===== src/rtl/serial_subtractor.sv =====
// Bit-serial WIDTH-bit subtractor, diff = a - b - bin, one bit per clock, LSB first.
// Ports: clk, rst_n (async low), start/a/b/bin in; busy, done, diff, bout (+ovf with SERIAL_SUB_OVF_EN) out.
module serial_subtractor #(
  parameter int WIDTH = 8
) (
  input  logic             clk,
  input  logic             rst_n,
  input  logic             start,
  input  logic [WIDTH-1:0] a,
  input  logic [WIDTH-1:0] b,
  input  logic             bin,
  output logic             busy,
  output logic             done,
  output logic [WIDTH-1:0] diff,
  output logic             bout
`ifdef SERIAL_SUB_OVF_EN
  ,
  output logic             ovf
`endif
);

  localparam int CW = (WIDTH > 1) ? $clog2(WIDTH) : 1;
  localparam int RW = WIDTH - 1;
  localparam logic [CW-1:0] LAST = CW'(WIDTH - 1);

  typedef enum logic {
    IDLE,
    SHIFT
  } state_t;

  state_t           state_q, state_d;
  logic [WIDTH-1:0] a_q, a_d;
  logic [WIDTH-1:0] b_q, b_d;
  logic [RW-1:0]    res_q, res_d;
  logic             brw_q, brw_d;
  logic [CW-1:0]    cnt_q, cnt_d;
  logic             busy_q, busy_d;
  logic             done_q, done_d;
  logic [WIDTH-1:0] diff_q, diff_d;
  logic             bout_q, bout_d;

`ifdef SERIAL_SUB_OVF_EN
  logic as_q, as_d;
  logic bs_q, bs_d;
  logic ovf_q, ovf_d;
`endif

  // gate-level full subtractor cell on the current LSBs
  logic cell_d;
  logic cell_bout;

  assign cell_d    = a_q[0] ^ b_q[0] ^ brw_q;
  assign cell_bout = (~a_q[0] & b_q[0])
                   | (b_q[0] & brw_q)
                   | (~a_q[0] & brw_q);

  always_comb begin
    state_d = state_q;
    a_d     = a_q;
    b_d     = b_q;
    res_d   = res_q;
    brw_d   = brw_q;
    cnt_d   = cnt_q;
    busy_d  = busy_q;
    done_d  = 1'b0;
    diff_d  = diff_q;
    bout_d  = bout_q;
`ifdef SERIAL_SUB_OVF_EN
    as_d    = as_q;
    bs_d    = bs_q;
    ovf_d   = ovf_q;
`endif
    unique case (state_q)
      IDLE: begin
        if (start) begin
          a_d     = a;
          b_d     = b;
          brw_d   = bin;
          cnt_d   = '0;
          busy_d  = 1'b1;
          state_d = SHIFT;
`ifdef SERIAL_SUB_OVF_EN
          as_d    = a[WIDTH-1];
          bs_d    = b[WIDTH-1];
`endif
        end
      end
      SHIFT: begin
        a_d   = a_q >> 1;
        b_d   = b_q >> 1;
        brw_d = cell_bout;
        // new bit enters at the top; the oldest bit ends at res_q[0]
        res_d = RW'({cell_d, res_q} >> 1);
        cnt_d = cnt_q + CW'(1);
        if (cnt_q == LAST) begin
          diff_d  = {cell_d, res_q};
          bout_d  = cell_bout;
          done_d  = 1'b1;
          busy_d  = 1'b0;
          state_d = IDLE;
`ifdef SERIAL_SUB_OVF_EN
          ovf_d   = (as_q != bs_q) && (cell_d != as_q);
`endif
        end
      end
      default: begin
        state_d = IDLE;
      end
    endcase
  end

  always_ff @(posedge clk or negedge rst_n) begin
    if (!rst_n) begin
      state_q <= IDLE;
      a_q     <= '0;
      b_q     <= '0;
      res_q   <= '0;
      brw_q   <= 1'b0;
      cnt_q   <= '0;
      busy_q  <= 1'b0;
      done_q  <= 1'b0;
      diff_q  <= '0;
      bout_q  <= 1'b0;
`ifdef SERIAL_SUB_OVF_EN
      as_q    <= 1'b0;
      bs_q    <= 1'b0;
      ovf_q   <= 1'b0;
`endif
    end else begin
      state_q <= state_d;
      a_q     <= a_d;
      b_q     <= b_d;
      res_q   <= res_d;
      brw_q   <= brw_d;
      cnt_q   <= cnt_d;
      busy_q  <= busy_d;
      done_q  <= done_d;
      diff_q  <= diff_d;
      bout_q  <= bout_d;
`ifdef SERIAL_SUB_OVF_EN
      as_q    <= as_d;
      bs_q    <= bs_d;
      ovf_q   <= ovf_d;
`endif
    end
  end

  assign busy = busy_q;
  assign done = done_q;
  assign diff = diff_q;
  assign bout = bout_q;
`ifdef SERIAL_SUB_OVF_EN
  assign ovf  = ovf_q;
`endif

endmodule

===== config.mk =====
export PLATFORM = sky130hd
export DESIGN_NAME = serial_subtractor
export DESIGN_NICKNAME = d
export VERILOG_FILES = /design/src/rtl/serial_subtractor.sv
export SDC_FILE = /design/constraint.sdc
export NUM_CORES = 1
export LEC_CHECK = 0
export CORE_MARGIN = 2
export CORE_UTILIZATION = 40
export CTS_CLUSTER_DIAMETER = 150
export DETAILED_ROUTE_END_ITERATION = 8
export GPL_TIMING_DRIVEN = 0
export PLACE_DENSITY = 0.62
export SYNTH_ARGS = -nofsm -noshare
export SYNTH_HDL_FRONTEND = slang
export SYNTH_SLANG_ARGS = --single-unit
export TNS_END_PERCENT = 20

===== constraint.sdc =====
create_clock -name clk -period 1.8 [get_ports clk]
set_clock_uncertainty 0.15 [all_clocks]
set_input_delay 0.36 -clock clk [delete_from_list [all_inputs] [get_ports clk]]
set_output_delay 0.36 -clock clk [all_outputs]
set_load 0.05 [all_outputs]

; ---- After elaboration in Yosys (flattened, before gate mapping)
; Index checks and enable logic that the tools add are counted.
[totals]
register_bits = 39
in_bits = 20
out_inout_bits = 11
word_cells = 41
[op_classes]
n_addsub = 1
n_eq_ne = 3
muxes = 16
bitwise = 9
n_reduce_logical = 2
[op_table]
columns = op, n
row1 = 8-bit one-hot mux with 2 select lines, 2
row2 = 8-bit two-way mux, 2
row3 = 1-bit two-way mux, 7
row4 = 1-bit one-hot mux with 2 select lines, 3
row5 = 3-bit one-hot mux with 2 select lines, 1
row6 = 2-bit AND reduction, 2
row7 = 3-bit by 1-bit adder with 3-bit output (second input constant), 1
row8 = 1-bit AND, 3
row9 = 3-bit == test (second input constant), 1
row10 = 3-bit two-way mux, 1
row11 = 2-bit by 1-bit inequality test with 1-bit output (second input constant), 1
row12 = 2-bit inequality test (second input constant), 1
row13 = 1-bit inverter, 2
row14 = 1-bit bitwise OR, 2
row15 = 1-bit XOR, 2

; ---- Longest topological paths before layout
[logic_depth]
ltp_word = 5
mapped_depth = 4
mapped_depth_nobuf = 4

; ---- Worst setup path before layout
; OpenSTA, ideal clock, no wires.
[synth_path]
path_kind = flip-flop to flip-flop
start = register cnt_q[0]
end = register bout_q (netlist: bout)
setup_time_ns = 0.125
arrival_time_ns = 1.266
required_time_ns = 1.525
slack_ns = 0.259
stages_incl_launch_ff = 5
path_buffers = 0
synth_period_minus_slack_ns = 1.541
cell_sequence = dfrtp_1 > ha_1 > ha_1 > nand2_8 > mux2_4
[synth_via]
elab_chain_cells = 2
[synth_rtl]
columns = element, line
row1 = from (decl), 36  ; logic [CW-1:0] cnt_q, cnt_d;
row2 = from (signal assigned), 135  ; cnt_q <= cnt_d;
row3 = 3-bit == test, 95  ; if (cnt_q == LAST) begin
row4 = 2-bit AND reduction (no source line), --
row5 = to (signal assigned), 139  ; bout_q <= bout_d;
row6 = to (decl), 40  ; logic bout_q, bout_d;
; No other way between the ends.
; A chain may end at the register's enable or synchronous reset.

; ---- Worst setup path after layout
[layout_path]
start = register busy_q (netlist: busy)
end = output port busy
[layout_lines]
columns = element, line
row1 = from (decl), 37  ; logic busy_q, busy_d;
row2 = from (signal assigned), 136  ; busy_q <= busy_d;
row3 = to (decl), 12  ; output logic busy,
; No word-level cell between the ends.

==> key figures <==
Yosys
  – Count leader, synth: dfrtp_1
  – Netlist Area Pre-Place: 0.00170 mm^2
  – Average size of a mapped cell: ~13 um^2
  – Top-area cell type share of the netlist area: 57.4%
  – Number of flops mapped to enable cells by yosys: 0
  – Synth top cells by count: 39 x dfrtp_1, 20 x mux2i_1, 15 x nand2_1, 15 x o21ai_0, 10 x mux2_4
  – Synth area leaders: dfrtp_1 57%, mux2i_1 12%, mux2_4 8.8%
  – Synthesized flop and latch total: 39
  – Simple-Gate Fraction of Synth Area: 5.74%
  – Top FF cell, synth: dfrtp_1
  – Gate Count Post-Synth: 129
  – Compound-Gate Fraction of Synth Area: 6.10%
  – Synth Net Count: 153
  – Async SR Flop Fraction: 100%
  – Sequential area share after synthesis: 57.4%
  – Post-Synth Adder-Cell Area: 3.38%
  – Post-synthesis xor/xnor area fraction: 0%
  – Synth warnings: 0
  – Largest family of logic cells by synthesized area: multiplexers
  – Cell variety after synth: 19
  – Synth area leader: dfrtp_1
  – Mux contribution to synthesized area: between 20% and 30%

Drt
  – Final wirelength: around 2900 um
  – Vias: 1035
  – Vias per cell: 4.79
  – Drt first pass iters: 4
  – Antenna viol nets, final: 0
  – First DRT Iteration DRCs: 54
  – DRC: 0
  – WL/cell: 13.2 um

Power
  – Power Density: 1810 mW/mm^2
  – Leakage power: 1.07 nW
  – Power Total: 3.89 mW
  – Worst-case vdd ir drop: between 0.0006 and 0.0007 V

Hold path
  – HP Class: primary input to async pin

Floorplan
  – Die height: slightly below 70 um
  – FP Rows: 23
  – Die area: 0.00479 mm^2
  – Die X: 69.2 um
  – IO Pins: 31
  – Starting Density: 41.9%
  – Placeable Area: 0.00406 mm^2

Clock tree
  – CTS tree: yes
  – Clock Path Buffers: 2
  – Clock sink total: 39
  – CTS root buffer: clkbuf_8
  – Clock latency at the later pin of the worst-skew pair: 290 ps
  – Htree depth: 2
  – Post CTS Setup Buffer Count: 0
  – Reg clk slew, reported paths: 80 ps
  – Clock buffer count from CTS: 5

STA
  – RSZ-0062 raised after global routing: false
  – Fmax: 589 MHz
  – WHS: approximately 32 ps
  – Final hold violations: 0
  – Max-slew violations: 0
  – Final setup fails: 0
  – Crit path time final: 1700 ps
  – Period utilisation layout: approximately 94%
  – Worst-Margin Slew: between 800 and 900 ps
  – Slew margin rel.: 43.0%

Setup path
  – Crit Path Max Fanout: 3
  – WS Path Type: flop to output pin
  – Worst path arrival time: 1190 ps
  – Worst Path Buf+Inv: 1
  – Worst EP required: 1290 ps
  – CP cell instances: dlygate4sd2_1
  – CP max stage cell: dlygate4sd2_1
  – Flop2flop setup slack: about 170 ps
  – Critical path launch point type: flop
  – FF-to-FF path depth: 4
  – RR Endpoint: diff[5]
  – Worst path max stage delay: about 530 ps
  – Worst R2R Start: cnt_q[0]
  – Crit path capture type: output pin
  – Worst Setup SP: busy
  – CP Depth: 1
  – Worst Setup EP: busy
  – Delay-heaviest family, CP: buffers and inverters

Cells and area
  – Final non-filler cell total: 216
  – Synth-to-Final Area Change: 26.5%
  – Layout Nets: 189
  – Fillers: 354
  – Ratio of cells with drive above 1 in the final layout: 18.7%
  – Antenna cells: 0

Global routing
  – All-Layer GR Usage: 13.7%
  – Maximum number of pins on one net before global-route repair: 40
  – Initial antenna violation count: 0
  – Overflow left after global routing: 0
  – First-pass GRT wire length: 5110 um
  – Vias in the first global route: 1100

Placed design
  – IO Port Bufs: 29
  – Gpl congestion: around 0.72
  – Placed Cells: 208
  – Detail Placement HPWL: about 2000 um

Job
  – Max Cap Violations: 0

Status
  – Outcome: completed
-- state kept, by name (all words and copies together), names as in the netlist --
register and count:
state_q 1, busy 1, a_q 8, diff 8, done 1, b_q 8, res_q 7, bout 1
cnt_q 3, brw_q 1
-- cells by family after synthesis --
family                   Yosys count
AO/OA/AOI/OAI                     19
adder cells (fa/ha/maj)            4
buffers and inverters             12
flip-flops                        39
multiplexers                      34
AND/OR/NAND/NOR                   21
-- repair_timing --
item / 4_1_cts / 5_1_grt
endpoints found under the setup margin: 11 / 0
gates resized for setup: 11 / 0
hold buffers: 0 / 0
-- how the worst min path moves through the flow --
stage / slack (ps) / startpoint / end / cells after the start
6_report: 30 / rst_n / done / 1
3_3_place_gp: 310 / b_q[2] / b_q[1] / 2
3_5_place_dp: 320 / a_q[4] / a_q[3] / 2
2_1_floorplan: -90 / rst_n / a_q[0] / 0
4_1_cts: 50 / rst_n / diff[3] / 1
5_1_grt: 100 / rst_n / diff[3] / 1
-- stage by stage --
stage | worst slack, ps | utilization [%] | area (um^2) | TNS [ps]
finish | 103 | 53.1 | 2150 | 0
CTS | 78.1 | 53.1 | 2150 | 0
floorplan | 259 | - | 1700 | 0
detailed placement | 133 | 50.5 | 2050 | 0
global placement | -690 | 50.6 | 2050 | -26870
global route | 51.4 | 53.1 | 2150 | 0
-- where the power goes --
group          leakage [nW]  switching (mW)  total (mW)  internal [mW]
Combinational         0.525           0.929        1.66          0.733
Sequential            0.488           0.221        1.49           1.27
Clock                0.0612           0.296       0.745          0.448
-- cell type report --
cell class              instances  area [um^2]  area share [%]
flip-flops and latches         39          976            45.3
clock buffers                   6         82.6            3.83
well taps                      50         62.6            2.91
clock inverters                 2         35.0            1.63
inverters                       5         18.8           0.872
repair buffers                 29          272            12.6
multi-input cells              78          654            30.4
plain buffers                   7         52.6            2.44
-- cells in the final DEF, fill, tap and decap left out --
cell,count
clkbuf_2,1
buf_6,2
bufinv_16,1
dfrtp_1,39
clkbuf_8,6
nand2_1,15
dlygate4sd2_1,11
o22ai_1,1
clkdlybuf4s50_1,17
nor2_1,4
buf_2,3
ha_1,3
a21oi_1,1
mux2_2,4
nand2_8,1
mux2i_1,20
o21ai_0,15
buf_4,2
inv_1,5
clkinv_2,1
nand2b_1,1
a22o_1,2
fa_1,1
mux2_4,10
-- metal layers --
layer / track usage [%] / wire length, um / up-vias
li1: - / - / 505
met1: 17.6 / 1410 / 496
met2: 20.9 / 1250 / 28
met3: 3.92 / 131 / 6
met4: 7.19 / 62 / 0
met5: 0 / 0 / -
Note: power is estimated with default switching activity, not from simulation.
